**src/rtl/reset_seq_pkg.sv**
```systemverilog
// Shared constants for the board reset sequencer.
// State encodings, reset-cause codes and a counter-width helper.
package reset_seq_pkg;

    typedef logic [1:0] cause_t;

    localparam logic [2:0] ST_ASSERT = 3'd0;
    localparam logic [2:0] ST_HOLD   = 3'd1;
    localparam logic [2:0] ST_MEM_UP = 3'd2;
    localparam logic [2:0] ST_PER_UP = 3'd3;
    localparam logic [2:0] ST_RUN    = 3'd4;

    localparam cause_t CAUSE_NONE = 2'b00;
    localparam cause_t CAUSE_POR  = 2'b01;
    localparam cause_t CAUSE_BTN  = 2'b10;
    localparam cause_t CAUSE_WDT  = 2'b11;

    // Bits needed to hold 0..n-1, never less than one.
    function automatic int cnt_width(input int n);
        return (n < 2) ? 1 : $clog2(n);
    endfunction

endpackage

```
**src/rtl/reset_debounce.sv**
```systemverilog
// Push-button synchroniser and debouncer.
// The level flips after DEBOUNCE_CYCLES consecutive differing samples.
module reset_debounce #(
    parameter int SYNC_STAGES     = 2,
    parameter int DEBOUNCE_CYCLES = 50000
) (
    input  logic clk,
    input  logic reset,
    input  logic btn_n,
    output logic btn_level,
    output logic pressed
);
    import reset_seq_pkg::*;

    localparam int DW = cnt_width(DEBOUNCE_CYCLES);
    localparam logic [DW-1:0] DB_LAST = DW'(DEBOUNCE_CYCLES - 1);

    logic [SYNC_STAGES-1:0] sync;
    logic [DW-1:0]          cnt;
    logic                   sampled;

    assign sampled = sync[SYNC_STAGES-1];
    assign pressed = ~btn_level;

    always_ff @(posedge clk) begin
        if (!reset) begin
            sync      <= '1;
            cnt       <= '0;
            btn_level <= 1'b1;
        end else begin
            sync <= {sync[SYNC_STAGES-2:0], btn_n};
            if (sampled == btn_level) begin
                cnt <= '0;
            end else if (cnt == DB_LAST) begin
                btn_level <= sampled;
                cnt       <= '0;
            end else begin
                cnt <= cnt + 1'b1;
            end
        end
    end

endmodule

```
**src/rtl/reset_sequencer.sv**
```systemverilog
// Board reset controller: releases memory, peripherals, then CPU in order.
// Optional watchdog trip enabled by defining WATCHDOG_EN.
module reset_sequencer #(
    parameter int SYNC_STAGES     = 2,
    parameter int DEBOUNCE_CYCLES = 50000,
    parameter int HOLD_CYCLES     = 1000,
    parameter int STAGE_GAP       = 16,
    parameter int WDT_CYCLES      = 1000000
) (
    input  logic       clk,
    input  logic       reset,
    input  logic       btn_n,
    input  logic       wdt_kick,
    output logic       mem_rst_n,
    output logic       periph_rst_n,
    output logic       cpu_rst_n,
    output logic       rst_busy,
    output logic       led,
    output logic [1:0] reset_cause
);
    import reset_seq_pkg::*;

    localparam int SEQ_MAX =
        (HOLD_CYCLES > STAGE_GAP) ? HOLD_CYCLES : STAGE_GAP;
    localparam int CW = cnt_width(SEQ_MAX);
    localparam logic [CW-1:0] HOLD_LAST = CW'(HOLD_CYCLES - 1);
    localparam logic [CW-1:0] GAP_LAST  = CW'(STAGE_GAP - 1);

    logic [2:0]    state, state_n;
    logic [CW-1:0] cnt, cnt_n;
    cause_t        cause_n;
    logic          pressed;
    logic          trip;
    logic          unused_btn_level;

    reset_debounce #(
        .SYNC_STAGES    (SYNC_STAGES),
        .DEBOUNCE_CYCLES(DEBOUNCE_CYCLES)
    ) u_debounce (
        .clk      (clk),
        .reset    (reset),
        .btn_n    (btn_n),
        .btn_level(unused_btn_level),
        .pressed  (pressed)
    );

`ifdef WATCHDOG_EN
    localparam int WW = cnt_width(WDT_CYCLES);
    localparam logic [WW-1:0] WDT_LAST = WW'(WDT_CYCLES - 1);

    logic [WW-1:0] wdt;

    // A kick in the timeout cycle suppresses the trip.
    assign trip = (state == ST_RUN) && (wdt == WDT_LAST) && !wdt_kick;

    always_ff @(posedge clk) begin
        if (!reset || state != ST_RUN || wdt_kick) begin
            wdt <= '0;
        end else if (wdt != WDT_LAST) begin
            wdt <= wdt + 1'b1;
        end
    end
`else
    localparam int unused_wdt_cycles = WDT_CYCLES;
    logic unused_wdt_kick;

    assign unused_wdt_kick = wdt_kick;
    assign trip            = 1'b0;
`endif

    // Button beats watchdog when both fire together.
    always_comb begin
        state_n = state;
        cnt_n   = cnt;
        cause_n = reset_cause;
        if (pressed && state != ST_ASSERT) begin
            state_n = ST_ASSERT;
            cnt_n   = '0;
            cause_n = CAUSE_BTN;
        end else if (trip) begin
            state_n = ST_ASSERT;
            cnt_n   = '0;
            cause_n = CAUSE_WDT;
        end else begin
            unique case (state)
                ST_ASSERT: begin
                    cnt_n = '0;
                    if (!pressed) state_n = ST_HOLD;
                end
                ST_HOLD: begin
                    if (cnt == HOLD_LAST) begin
                        state_n = ST_MEM_UP;
                        cnt_n   = '0;
                    end else begin
                        cnt_n = cnt + 1'b1;
                    end
                end
                ST_MEM_UP: begin
                    if (cnt == GAP_LAST) begin
                        state_n = ST_PER_UP;
                        cnt_n   = '0;
                    end else begin
                        cnt_n = cnt + 1'b1;
                    end
                end
                ST_PER_UP: begin
                    if (cnt == GAP_LAST) begin
                        state_n = ST_RUN;
                        cnt_n   = '0;
                    end else begin
                        cnt_n = cnt + 1'b1;
                    end
                end
                ST_RUN: begin
                    cnt_n = '0;
                end
                default: begin
                    state_n = ST_ASSERT;
                    cnt_n   = '0;
                end
            endcase
        end
    end

    // Outputs decode the next state so they change with the state flop.
    always_ff @(posedge clk) begin
        if (!reset) begin
            state        <= ST_ASSERT;
            cnt          <= '0;
            reset_cause  <= CAUSE_POR;
            mem_rst_n    <= 1'b0;
            periph_rst_n <= 1'b0;
            cpu_rst_n    <= 1'b0;
            rst_busy     <= 1'b1;
            led          <= 1'b1;
        end else begin
            state        <= state_n;
            cnt          <= cnt_n;
            reset_cause  <= cause_n;
            mem_rst_n    <= state_n inside {ST_MEM_UP, ST_PER_UP, ST_RUN};
            periph_rst_n <= state_n inside {ST_PER_UP, ST_RUN};
            cpu_rst_n    <= (state_n == ST_RUN);
            rst_busy     <= (state_n != ST_RUN);
            led          <= (state_n != ST_RUN);
        end
    end

endmodule
```
**config.mk**
```make
export PLATFORM = sky130hd
export DESIGN_NAME = reset_sequencer
export DESIGN_NICKNAME = d
export VERILOG_FILES = /design/src/rtl/reset_seq_pkg.sv /design/src/rtl/reset_debounce.sv /design/src/rtl/reset_sequencer.sv
export SDC_FILE = /design/constraint.sdc
export NUM_CORES = 1
export LEC_CHECK = 0
export CORE_AREA = 5 5 71 73
export CTS_CLUSTER_SIZE = 16
export DETAILED_ROUTE_END_ITERATION = 16
export DIE_AREA = 0 0 76 78
export PLACE_DENSITY_LB_ADDON = 0.15
export SLEW_MARGIN = 10
export SYNTH_ARGS = -nofsm -noshare
export SYNTH_HDL_FRONTEND = slang
export SYNTH_HIERARCHICAL = 1
export SYNTH_SLANG_ARGS = --single-unit
export TNS_END_PERCENT = 30
```
**constraint.sdc**
```tcl
create_clock -name clk -period 3.15 [get_ports clk]
set_input_delay 0.4725 -clock clk [delete_from_list [all_inputs] [get_ports clk]]
set_output_delay 0.4725 -clock clk [all_outputs]
set_load 0.05 [all_outputs]
```
==> flow_summary.json <==
{
  "drc_errors": 0,
  "htreeDepth": 2,
  "r2r-start": "u_debounce/cnt[0]",
  "finClkSkew_ns": 0.008176,
  "final_nets": 192,
  "avgSynthCellArea_um2": 9.434,
  "min_to": "u_debounce/sync[1]",
  "rsz0062_at_grt": "false",
  "worst_pin_slew_ns": 0.5041,
  "hold_viol": 0,
  "synth_fp_nets": 180,
  "crit_fanout": 16,
  "drive_above_1_share_pct": 9.091,
  "postPlaceCellArea_um2": 1764,
  "met3_usage_pct": 3.819,
  "peakVddDrop_uv": 176.3,
  "max_freq_mhz": 528.0,
  "synth_top_area_share_pct": 46.34,
  "drv_slew": 0,
  "cts_tree": "built",
  "wl_um": 2762,
  "core_um2": 4294,
  "ys_warn_count": 6,
  "cts_resized": 0,
  "synth-async-reset-ratio_pct": 0,
  "r2r_cells": 5,
  "dp_hpwl_um": 1963,
  "setup_viol": 0,
  "synth_edf_count": 0,
  "clkSlewWorstSetupHoldPaths_ns": 0.07,
  "ys_ff_latch": 38,
  "status": "complete, no violations",
  "grt_pass1_wl_um": 4754,
  "grt_usage_pct": 9.792,
  "max_stage_delay_ns": 0.64,
  "relSlewSlack_pct": 66.29,
  "wl_per_cell_um": 11.56,
  "rows": 24,
  "synth_cell_types": 39,
  "worstSetupPathType": "reg2reg",
  "grt_util_met2_pct": 14.98,
  "dieWidth_um": 76,
  "start_util_pct": 38.23,
  "multiInputGateArea_um2": 818.3,
  "use_met1_pct": 11.95,
  "antenna_found_initial": 0,
  "grt_pass1_vias": 1054,
  "clk_latency_ns": 0.28,
  "worstHoldStart": "u_debounce/sync[0]",
  "top_usage_layer": "met2",
  "critPathCaptureType": "register",
  "drtAntennaViolNets": 0,
  "via_per_inst": 4.929,
  "grt_max_degree": 17,
  "yosysSeqAreaShare_pct": 46.34,
  "critical_path_arrival_ns": 2.06,
  "maxCapViolations": 0,
  "holdPathStages": 1,
  "dieArea_um2": 5928,
  "synthTopCellsByArea": "dfxtp_1 46%, xnor2_1 10%, nor2_1 7.3%",
  "p_leak_nw": 0.5956,
  "clock-sinks": 38,
  "yosysMostFrequentCell": "dfxtp_1",
  "fill_cells": 440,
  "regToRegEndpoint": "u_debounce/cnt[2]",
  "cts_setup_buffers": 0,
  "setup_tns_ns": 0,
  "crit_chain": "ha_1 > nand3_1 > or4_4 > nand3_4 > nor2_1",
  "cts_root_buf": "clkbuf_8",
  "grt_overflow": 0,
  "setup.worst_path.start_class": "register",
  "synth_top_cell_by_area": "dfxtp_1",
  "critPathSlowestCell": "or4_4",
  "ios": 11,
  "cts_buffers": 5,
  "syn_to_final_growth_pct": 13.03,
  "hp-class": "reg2reg",
  "seq_area_um2": 760.7,
  "synthCells": 174,
  "diodes": 0,
  "io_buffers": 9,
  "fin_area_um2": 1856,
  "dr.first_iter.drc_count": 69,
  "syn_area_um2": 1642,
  "fin_crit_sh_pct": 60.12,
  "netlist_top_cells_count": "38 x dfxtp_1, 32 x nor2_1, 19 x xnor2_1",
  "die_h_um": 78,
  "vias": 1178,
  "rrSetupSlack_ns": 1.26,
  "dr.pass1.iters": 4,
  "layout_min_cycle_time_ns": 1.894,
  "cts_hold_buf": 0,
  "cts_buffer_depth": 2,
  "ys.flop_type": "dfxtp_1",
  "crit_required_ns": 3.32,
  "pwr_density_cell_nw_per_um2": 454.6,
  "gp_congestion": 0.7968
}
==> cell families after synthesis <==
logic type	synth area share (%)
flip-flops	46.34
multiplexers	0.6098
AND/OR/NAND/NOR	30.26
adder cells (fa/ha/maj)	1.524
AO/OA/AOI/OAI	4.649
XOR/XNOR	12.80
buffers and inverters	3.811
==> power breakdown <==
| group | leakage [nW] | internal [W] | switching, W |
|---|---|---|---|
| sequential | 0.307 | 0.000484 | 0.00000304 |
| clock | 0.0482 | 0.000177 | 0.000163 |
| combinational | 0.240 | 0.00000791 | 0.00000931 |
| total | 0.596 | 0.000668 | 0.000176 |
==> cell type report <==
type | instances | share of cell area, %
Multi-Input combinational cell | 124 | 44.10
Sequential cell | 38 | 41.00
Timing Repair Buffer | 9 | 4.855
Clock buffer | 7 | 4.653
Tap cell | 52 | 3.506
Inverter | 8 | 1.618
Clock inverter | 1 | 0.2697
==> per-stage QoR <==
| stage | setup slack (ns) | hold WS, ns | cells | power (W) | util [%] |
|---|---|---|---|---|---|
| floorplan | 1.358 | 0.3863 | 174 | 0.0005098 | - |
| global route | 1.143 | 0.4610 | 239 | 0.0008790 | 43.21 |
| global placement | 1.089 | 0.4002 | 231 | 0.0005145 | 41.08 |
| CTS | 1.234 | 0.4303 | 239 | 0.0008600 | 43.21 |
| detailed placement | 1.037 | 0.4017 | 231 | 0.0005154 | 41.08 |
| finish | 1.256 | 0.4243 | 239 | 0.0008436 | 43.21 |
==> layer usage <==
metal | wire length, um | share of wire (%) | vias up
li1 | - | - | 617
met1 | 1364 | 49 | 540
met2 | 1246 | 45 | 16
met3 | 100 | 3.6 | 5
met4 | 51 | 1.8 | 0
met5 | 0 | 0 | -
==> cell usage in the layout, fill, tap and decap left out <==
cell type,Yosys,final
dfxtp_1,38,38
nor2_1,32,32
xnor2_1,19,19
nand2_1,13,13
clkdlybuf4s50_1,0,9
inv_1,8,8
nand3_1,7,7
nand4_1,6,6
clkbuf_8,0,6
xor2_1,5,5
nor3_1,5,5
nor4_1,4,4
o21ai_0,3,3
and3_1,2,2
nand3_2,2,2
and4bb_2,2,2
ha_1,2,2
nand2b_1,2,2
nor4_4,1,1
nor4b_1,1,1
o21ai_1,1,1
nor3b_1,1,1
nor2b_1,1,1
and4_2,1,1
a32oi_4,1,1
o31ai_1,1,1
nand3b_1,1,1
o2bb2ai_1,1,1
a21oi_1,1,1
and2_1,1,1
or2_1,1,1
a21boi_0,1,1
clkinv_2,0,1
clkbuf_1,0,1
or4b_1,1,1
or4b_4,1,1
nand4b_1,1,1
or4_4,1,1
nand3_4,1,1
mux2i_1,1,1
==> worst max-delay path by stage <==
stage | startpoint | end | slack [ns] | cells past startpoint
5_1_grt | u_debounce/cnt[0] | u_debounce/cnt[4] | 1.14 | 5
3_5_place_dp | reset | cnt[6] | 1.04 | 4
6_report | u_debounce/cnt[0] | u_debounce/cnt[2] | 1.26 | 5
3_3_place_gp | reset | cnt[2] | 1.09 | 4
4_1_cts | reset_cause[1] | reset_cause[1] | 1.23 | 1
2_1_floorplan | u_debounce/cnt[10] | u_debounce/cnt[10] | 1.36 | 5
==> critical path, delay by kind of cell, from the launching register on <==
kind,cells,cell delay [ns]
flops,1,0.37
simple gates,4,1.20
fa+ha+maj,1,0.20
==> registers in the layout (all words and copies together), names as in the netlist <==
register,flops
reset_cause,2
mem_rst_n,1
u_debounce/cnt,16
u_debounce/btn_level,1
cpu_rst_n,1
state,3
u_debounce/sync,2
led,1
periph_rst_n,1
cnt,10
No activity file was read; power rests on OpenSTA's default activity.
